[src/rtl/orv64_cache_noc_slv_demux_pkg.sv]
// Shared types and defaults for the ORV64 cache-side NOC demux: request/response
// payloads broadcast to targets, and the target index type.
package orv64_cache_noc_slv_demux_pkg;

  localparam int ORV64_CNOC_N_TGT           = 2;
  localparam int ORV64_CNOC_MAX_OUTSTANDING = 4;

  localparam int ORV64_PADDR_W = 40;
  localparam int ORV64_TID_W   = 8;
  localparam int ORV64_DATA_W  = 64;

  typedef struct packed {
    logic [ORV64_PADDR_W-1:0] req_paddr;
    logic [ORV64_TID_W-1:0]   req_tid;
    logic [3:0]               req_type;
    logic [ORV64_DATA_W/8-1:0] req_mask;
    logic [ORV64_DATA_W-1:0]  req_data;
  } cpu_cache_if_req_t;

  typedef struct packed {
    logic [ORV64_TID_W-1:0]  resp_tid;
    logic [1:0]              resp_type;
    logic [ORV64_DATA_W-1:0] resp_data;
  } cpu_cache_if_resp_t;

  typedef logic [$clog2(ORV64_CNOC_N_TGT)-1:0] orv64_cnoc_tgt_idx_t;

endpackage

[src/rtl/orv64_cache_noc_resp_skid.sv]
// One-entry response register between a target and the merge arbiter; accepts a
// new entry in the same cycle the held one drains, so throughput stays at 1/cycle.
module orv64_cache_noc_resp_skid
  import orv64_cache_noc_slv_demux_pkg::*;
(
  input  logic               clk,
  input  logic               rstn,
  input  logic               in_valid,
  input  cpu_cache_if_resp_t in_data,
  output logic               in_ready,
  output logic               out_valid,
  output cpu_cache_if_resp_t out_data,
  input  logic               out_ready
);

  logic               vld;
  cpu_cache_if_resp_t data;

  assign in_ready  = ~vld | out_ready;
  assign out_valid = vld;
  assign out_data  = data;

  // NOTE: state registers use non-blocking assignments so every flop samples pre-edge values.
  always_ff @(posedge clk or negedge rstn) begin
    if (!rstn)         vld <= 1'b0;
    else if (in_ready) vld <= in_valid;
  end

  // NOTE: the payload register has no reset; it is only observed while vld is set.
  always_ff @(posedge clk) begin
    if (in_valid && in_ready) data <= in_data;
  end

endmodule

[src/rtl/orv64_cache_noc_slv_demux.sv]
// Steers CPU-NOC requests to N_TGT targets by paddr decode, bounds outstanding
// requests per target, and round-robin merges responses. Define
// ORV64_CACHE_NOC_ORDER_EN to also block requests while another target is busy.
module orv64_cache_noc_slv_demux
  import orv64_cache_noc_slv_demux_pkg::*;
#(
  parameter int N_TGT           = ORV64_CNOC_N_TGT,
  parameter int TGT_SEL_LSB     = 6,
  parameter int MAX_OUTSTANDING = ORV64_CNOC_MAX_OUTSTANDING
) (
  input  logic                           clk,
  input  logic                           rstn,
  input  logic                           cache_if_req_valid,
  input  cpu_cache_if_req_t              cache_if_req,
  output logic                           cache_if_req_ready,
  output logic                           cache_if_resp_valid,
  output cpu_cache_if_resp_t             cache_if_resp,
  input  logic                           cache_if_resp_ready,
  output logic [N_TGT-1:0]               tgt_req_valid,
  output cpu_cache_if_req_t [N_TGT-1:0]  tgt_req,
  input  logic [N_TGT-1:0]               tgt_req_ready,
  input  logic [N_TGT-1:0]               tgt_resp_valid,
  input  cpu_cache_if_resp_t [N_TGT-1:0] tgt_resp,
  output logic [N_TGT-1:0]               tgt_resp_ready
);

  localparam int IDX_W = $clog2(N_TGT);
  localparam int OC_W  = $clog2(MAX_OUTSTANDING + 1);

  typedef logic [IDX_W-1:0] idx_t;

  idx_t               sel;
  logic               block;
  logic               other_busy;
  logic [N_TGT-1:0]   oc_nz;
  logic [N_TGT-1:0]   req_hs;
  logic [N_TGT-1:0]   resp_hs;
  logic [OC_W-1:0]    oc [N_TGT];

  logic [N_TGT-1:0]   skid_vld;
  logic [N_TGT-1:0]   skid_pop;
  cpu_cache_if_resp_t skid_data [N_TGT];

  idx_t rr_ptr, rr_pick, cand, grant, grant_q;
  logic grant_lock;

  // ---------------- request decode ----------------
  assign sel = cache_if_req.req_paddr[TGT_SEL_LSB +: IDX_W];

`ifdef ORV64_CACHE_NOC_ORDER_EN
  logic [N_TGT-1:0] sel_onehot;
  assign sel_onehot = N_TGT'(1) << sel;
  assign other_busy = |(oc_nz & ~sel_onehot);
`else
  assign other_busy = 1'b0;
`endif

  assign block              = (oc[sel] == OC_W'(MAX_OUTSTANDING)) | other_busy;
  assign cache_if_req_ready = tgt_req_ready[sel] & ~block;

  // NOTE: every output of a combinational block gets a default first, so no latch is inferred.
  always_comb begin
    tgt_req_valid      = '0;
    tgt_req_valid[sel] = cache_if_req_valid & ~block;
    for (int t = 0; t < N_TGT; t++) begin
      tgt_req[t] = cache_if_req;
      oc_nz[t]   = (oc[t] != '0);
    end
  end

  assign req_hs  = tgt_req_valid & tgt_req_ready;
  assign resp_hs = tgt_resp_valid & tgt_resp_ready;

  // Increment cannot overflow because block stops requests at the limit;
  // a stray response at zero is absorbed rather than wrapping.
  always_ff @(posedge clk or negedge rstn) begin
    if (!rstn) begin
      for (int t = 0; t < N_TGT; t++) oc[t] <= '0;
    end else begin
      for (int t = 0; t < N_TGT; t++) begin
        if (req_hs[t] && !resp_hs[t])                  oc[t] <= oc[t] + 1'b1;
        else if (!req_hs[t] && resp_hs[t] && oc_nz[t]) oc[t] <= oc[t] - 1'b1;
      end
    end
  end

  // ---------------- response skids ----------------
  for (genvar t = 0; t < N_TGT; t++) begin : g_skid
    assign skid_pop[t] = (grant == idx_t'(t)) & cache_if_resp_ready;

    orv64_cache_noc_resp_skid u_skid (
      .clk       (clk),
      .rstn      (rstn),
      .in_valid  (tgt_resp_valid[t]),
      .in_data   (tgt_resp[t]),
      .in_ready  (tgt_resp_ready[t]),
      .out_valid (skid_vld[t]),
      .out_data  (skid_data[t]),
      .out_ready (skid_pop[t])
    );
  end

  // ---------------- round-robin merge ----------------
  // Scan from the highest offset down so the entry closest to rr_ptr wins.
  always_comb begin
    rr_pick = rr_ptr;
    cand    = rr_ptr;
    for (int i = N_TGT - 1; i >= 0; i--) begin
      cand = rr_ptr + IDX_W'(i);
      if (skid_vld[cand]) rr_pick = cand;
    end
  end

  // A stalled grant is frozen so a later-arriving skid cannot swap the payload.
  assign grant               = grant_lock ? grant_q : rr_pick;
  assign cache_if_resp_valid = skid_vld[grant];
  assign cache_if_resp       = skid_data[grant];

  always_ff @(posedge clk or negedge rstn) begin
    if (!rstn) begin
      rr_ptr     <= '0;
      grant_q    <= '0;
      grant_lock <= 1'b0;
    end else begin
      grant_q    <= grant;
      grant_lock <= cache_if_resp_valid & ~cache_if_resp_ready;
      if (cache_if_resp_valid && cache_if_resp_ready) rr_ptr <= grant + 1'b1;
    end
  end

`ifndef SYNTHESIS
  resp_without_req : assert property (@(posedge clk) disable iff (!rstn)
    (resp_hs & ~oc_nz) == '0)
    else $error("orv64_cache_noc_slv_demux: response from target with no outstanding request");
`endif

endmodule

[config.mk]
export PLATFORM = sky130hd
export DESIGN_NAME = orv64_cache_noc_slv_demux
export DESIGN_NICKNAME = d
export VERILOG_FILES = /design/src/rtl/orv64_cache_noc_slv_demux_pkg.sv /design/src/rtl/orv64_cache_noc_resp_skid.sv /design/src/rtl/orv64_cache_noc_slv_demux.sv
export SDC_FILE = /design/constraint.sdc
export NUM_CORES = 1
export LEC_CHECK = 0
export BUFFER_PORTS_ARGS = -buffer_cell sky130_fd_sc_hd__buf_4
export CELL_PAD_IN_SITES_DETAIL_PLACEMENT = 1
export CELL_PAD_IN_SITES_GLOBAL_PLACEMENT = 1
export CORE_AREA = 2 2 237 239
export CTS_BUF_LIST = sky130_fd_sc_hd__clkbuf_16
export DETAILED_ROUTE_END_ITERATION = 10
export DIE_AREA = 0 0 239 241
export PLACE_DENSITY_LB_ADDON = 0.25
export SKIP_CTS_REPAIR_TIMING = 1
export SLEW_MARGIN = 20
export SYNTH_ARGS = -nofsm -noshare
export SYNTH_HDL_FRONTEND = slang
export SYNTH_HIERARCHICAL = 1
export SYNTH_SLANG_ARGS = --single-unit
[constraint.sdc]
create_clock -name clk -period 4.8 [get_ports clk]
set_input_delay 0.48 -clock clk [delete_from_list [all_inputs] [get_ports clk]]
set_output_delay 0.48 -clock clk [all_outputs]
set_load 0.02 [all_outputs]
==> flow_summary.ini, run 1 <==
[clock_tree]
clock_latency_ns = 0.44
cts_sinks = 159
cts-root-buf = clkbuf_16
htree_levels = 4
clk_path_buf_depth = 2
cts_tree = built
clk_pin_slew_worst_paths_ns = 0.07
cts_buffers = 17

[placed_design]
pre_cts_ws_ns = 1.52
placed_cell_area_sq_mm = 0.00888
hpwl_microns = 22100
place.gp.congestion = 0.660
io_buffers = 238
placed_cells = 1254

[floorplanning]
start_util_pct = 14.7
num_io_pins = 608
core_sq_mm = 0.0549
fp.dieW_microns = 239
die-height_microns = 241
dieArea_sq_mm = 0.0576
std_cell_rows = 86

[final_layout]
finalNonFillerCells = 1292
design_area_sq_mm = 0.00949
final_layout_size_suffix_gt1_share_pct = 60.9
layout_commonest_cell = buf_4
nets = 852
syn2layout_area_growth_pct = 17.5
final_cell_mix = buf_4, edfxtp_1, mux2_2

[sta]
rsz0062_at_grt = no
finalCriticalPeriod_ns = 3.23
relSlewSlack_pct = 56.0
max_freq_mhz = 310
final_min_period_over_clock_period_pct = 67.2
setup_tns_ns = 0
fin_worst_skew_ns = 0.0108
fin_ws_ns = 1.57
hold_violations = 0
worstMarginPinSlew_ns = 0.660
maxSlewViolCount = 0
setup_viol_count_final = 0

[flow_run]
max_cap_violations = 0

[routing]
dr.pass1.iters = 4
antenna_left = 0
vias = 4074
wl_per_cell_microns = 21.8
wl_microns = 28100
drc = 0
via_per_inst = 3.15
drt_iter0_drc = 142

[worst_setup_path]
start_kind = flip-flop
r2r_slack_ns = 1.57
r2r-start = g_skid[0].u_skid/out_valid
endpoint_kind = flip-flop
cp.required_ns = 5.18
cp_max_fo = 11
rr_endpoint = oc[2]
endpoint = oc[2]
crit_arrival_ns = 3.61
critPathKind = reg -> reg
cp-startpoint = g_skid[0].u_skid/out_valid
worst_r2r_path_depth = 12

[synthesis]
synth_top_area_cell = edfxtp_1
syn_inst = 565
avgSynthCellArea_sq_um = 14.3
synth.top_cell.area_share_pct = 55.0
netlist_area_sq_mm = 0.00808
synth.area.top_cells = edfxtp_1, buf_4, mux2_2
yosys_warnings = 6
syn-num-nets = 847
yosysSeqAreaShare_pct = 58.4
ys_seq_elements = 159
yosysUniqueCellTypes = 31

[pwr]
p_switching_mw = 2.18
combPwrFrac_pct = 44.1
p_leak_nw = 3.60
seq_power_share_pct = 32.8
powerDensity_mw_per_mm2 = 638
power_mw = 6.06
power.internal_mw = 3.88
sw_frac_of_total_pct = 36.0
ir_worst_vdd_uv = 251
pwr-share-clk_pct = 23.1

[global_route]
grt_pass1_wl_microns = 36700
antenna_found_initial = 3
grt_max_degree = 75
grt_pass1_vias = 4554
overflow = 0
grt_use_total_pct = 9.47

[status]
status = finished clean

[min_path]
min_path_type = in -> reg
-- stage by stage --
step,utilization (%),hold slack (ns)
5_1_grt,17.3,0.178
4_1_cts,17.3,-0.156
2_1_floorplan,-,0.184
3_3_place_gp,16.2,0.349
6_report,17.3,0.207
3_5_place_dp,16.2,0.345
-- power groups by stage --
stage	Combinational (mW)	Clock [mW]	Sequential, mW
2_1_floorplan	1.99	0	1.98
3_3_place_gp	2.80	0	2.01
3_5_place_dp	2.80	0	2.02
4_1_cts	2.80	1.47	1.99
5_1_grt	2.91	1.50	2.02
6_report	2.67	1.40	1.99
-- logic make-up after synthesis --
family	count (synthesis)	synth area share (%)
AO/OA/AOI/OAI	16	1.21
multiplexers	82	12.7
XOR/XNOR	2	0.217
flip-flops	159	58.4
buffers and inverters	259	24.0
adder cells (fa/ha/maj)	2	0.496
AND/OR/NAND/NOR	45	3.00
-- cells in the mapped netlist, drive strengths merged --
| library cell | count |
|---|---|
| nor3 | 1 |
| nand3 | 3 |
| nor2 | 11 |
| a21o | 1 |
| and2 | 5 |
| and3 | 2 |
| a32o | 1 |
| inv | 2 |
| mux2 | 77 |
| buf | 256 |
| nand3b | 1 |
| edfxtp | 148 |
| dfrtp | 11 |
| o21ai | 5 |
| o22ai | 2 |
| or3 | 2 |
| fa | 2 |
| or4 | 2 |
| o31a | 1 |
| a21oi | 6 |
| mux2i | 5 |
| nand2b | 6 |
| clkbuf | 1 |
| xnor2 | 2 |
| nand2 | 12 |
-- sequential cells by signal, indices dropped and copies added, names as in the netlist --
name                     count
oc                           6
rr_ptr                       1
grant_lock                   1
grant_q                      1
g_skid.u_skid/out_data     148
g_skid.u_skid/out_valid      2
-- critical path: stages, from the launching register on --
cell	delay, ns
dfrtp_1	0.45
inv_1	0.08
a21oi_1	0.13
o31a_2	0.44
inv_1	0.16
and2_1	0.19
nand2b_4	0.15
nand2_1	0.25
nand2_1	0.12
fa_1	0.42
or4_1	0.51
a21oi_1	0.14
or3_1	0.12
-- routing by layer --
metal	vias to the layer above	part of all wire, %	global-route usage, %
li1	1741	-	-
met1	1879	28	7.45
met2	359	52	16.9
met3	95	15	6.59
met4	0	4.7	5.78
met5	-	0	0
-- how the worst min path moves through the flow --
stage | from | end | slack [ns] | cells past startpoint
floorplan | rstn | g_skid[0].u_skid/out_valid | 0.18 | 0
global placement | rstn | oc[3] | 0.35 | 1
detailed placement | rstn | oc[4] | 0.34 | 1
CTS | rstn | oc[2] | -0.16 | 1
global route | tgt_resp[79] | g_skid[1].u_skid/out_data[5] | 0.18 | 1
finish | tgt_resp[81] | g_skid[1].u_skid/out_data[7] | 0.21 | 1
-- cell type report --
type / count / area, sq um
Fill cell: 6139 / 45400
Sequential cell: 159 / 4720
Timing Repair Buffer: 243 / 1860
Multi-Input combinational cell: 147 / 1420
Tap cell: 704 / 881
Clock buffer: 17 / 425
Clock inverter: 15 / 160
Antenna cell: 5 / 12.5
Inverter: 2 / 7.51
(Power assumes the default switching activity.)
==> run 2: changes to the inputs <==
==> constraint.sdc (replaced) <==
create_clock -name clk -period 3.2 [get_ports clk]
set_input_delay 0.32 -clock clk [delete_from_list [all_inputs] [get_ports clk]]
set_output_delay 0.32 -clock clk [all_outputs]
set_load 0.02 [all_outputs]
==> run 2 against run 1 <==
  * Sequential share of layout area barely moved
  * Worst setup slack got worse by 1.1 ns
  * Critical endpoint unchanged
  * Highest routed layer unchanged
  * Critical path depth did not move
  * Die area did not move
  * Cell area barely moved
==> flow_summary.ini, run 2 (synthesis gave the netlist of run 1 again) <==
[worst_setup_path]
cp_max_fo = 5
worstPathCellList = inv_1, a21oi_1, o31a_2, inv_1, and2_1, nand2b_4, nand2_1, nand2_1, fa_1, or4_1, a21oi_1, or3_1
cp-startpoint = g_skid[0].u_skid/out_valid
critPathBufInv = 2
max_stage_delay_ns = 0.52
critPathKind = reg -> reg
rr_endpoint = oc[2]
crit_arrival_ns = 3.11
r2r-start = g_skid[0].u_skid/out_valid
slowest_stage = or4_1
path_depth = 12
r2r_slack_ns = 0.48
cp_top_family = simple AND/OR/NAND/NOR gates
endpoint_kind = flip-flop
endpoint = oc[2]
worst_r2r_path_depth = 12
start_kind = flip-flop
cp.required_ns = 3.59

[floorplanning]
fp.dieW_microns = 239
dieArea_sq_mm = 0.0576
num_io_pins = 608
start_util_pct = 14.7
core_sq_mm = 0.0549
std_cell_rows = 86
die-height_microns = 241

[clock_tree]
clock_latency_ns = 0.45
clk_pin_slew_worst_paths_ns = 0.07
clk_path_buf_depth = 2
cts-root-buf = clkbuf_16
htree_levels = 4
cts_buffers = 17
cts_sinks = 159
cts_tree = built

[global_route]
grt_use_total_pct = 9.57
grt_max_degree = 69
overflow = 0
antenna_found_initial = 3
grt_pass1_vias = 4537
grt_pass1_wl_microns = 36600

[final_layout]
syn2layout_area_growth_pct = 17.5
largest_reg_flops = 148
final_core_util_pct = 17.3
nets = 856
layout_commonest_cell = buf_4
fillers = 6154
finalNonFillerCells = 1292
final_cell_mix = buf_4, edfxtp_1, mux2_2
final_layout_size_suffix_gt1_share_pct = 60.7

[pwr]
power.internal_mw = 5.82
power_mw = 9.03
combPwrFrac_pct = 45.0
ir_worst_vdd_uv = 415
p_leak_nw = 3.60
powerDensity_mw_per_mm2 = 951
pwr-share-clk_pct = 22.1
p_switching_mw = 3.21
sw_frac_of_total_pct = 35.6
seq_power_share_pct = 32.9

[routing]
drt_iter0_drc = 111
wl_met3_microns = 4680
top_layer_used = met4
drc = 0
antenna_left = 0
via_per_inst = 3.14
detail_route.wirelength.met1_microns = 7500
wl_per_cell_microns = 21.8
dr.pass1.iters = 4
vias = 4053
wl_microns = 28100
wl_met2_microns = 14800

[sta]
worstMarginPinSlew_ns = 0.581
hold_violations = 0
relSlewSlack_pct = 61.3
fin_worst_skew_ns = 0.00941
final_min_period_over_clock_period_pct = 85.0
setup_viol_count_final = 0
fin_ws_ns = 0.478
rsz0062_at_grt = no
maxSlewViolCount = 0
max_freq_mhz = 367
finalCriticalPeriod_ns = 2.72
setup_tns_ns = 0

[placed_design]
pre_cts_ws_ns = 0.466
io_buffers = 238
placed_cells = 1258
place.gp.congestion = 0.667
hpwl_microns = 22400

[status]
status = finished clean

[min_path]
hp-start = tgt_resp[30]
min_path_type = in -> reg

[flow_run]
max_cap_violations = 0
==> run 2: cell types whose count changed in the layout (fill, tap and decap cells not counted) <==
cell,previous run,this run
buf_4,239,242
inv_6,4,1
clkinv_1,1,3
diode_2,5,3
inv_8,2,0
buf_12,3,4
clkinv_2,2,3
==> run 2: how the worst min path moves through the flow <==
stage                                          to  slack, ns  cells past startpoint
global placement                            oc[3]       0.18                      1
finish              g_skid[0].u_skid/out_data[30]       0.04                      1
detailed placement                          oc[3]       0.18                      1
global route        g_skid[0].u_skid/out_data[30]      0.005                      1
CTS                                         oc[3]      -0.33                      1
floorplan              g_skid[0].u_skid/out_valid       0.02                      0
==> run 2: layout make-up <==
class / count / area [sq um] / area share [%]
flip-flops and latches: 159 / 4720 / 49.7
repair buffers: 247 / 1910 / 20.1
multi-input cells: 147 / 1420 / 15.0
well taps: 704 / 881 / 9.28
clock buffers: 17 / 425 / 4.48
clock inverters: 13 / 124 / 1.30
inverters: 2 / 7.51 / 0.0791
diodes: 3 / 7.51 / 0.0791
==> run 2: through the flow <==
stage                     hold WS, ns  cell area [sq um]
final                          0.0407               9490
after global routing          0.00483               9490
after CTS                      -0.325               9480
after detailed placement        0.180               8930
after global placement          0.184               8930
after floorplan                0.0244               8080
==> run 2: power by group through the flow <==
stage | sequential (mW) | combinational [mW] | clock (mW)
2_1_floorplan | 2.96 | 2.99 | 0
4_1_cts | 2.98 | 4.23 | 2.08
6_report | 2.97 | 4.06 | 1.99
3_5_place_dp | 3.02 | 4.21 | 0
5_1_grt | 3.02 | 4.40 | 2.15
3_3_place_gp | 3.02 | 4.22 | 0
==> run 2: per-layer routing <==
metal	up-vias	global-route usage (%)
li1	1739	-
met1	1869	7.14
met2	354	17.3
met3	91	7.48
met4	0	5.06
met5	-	0
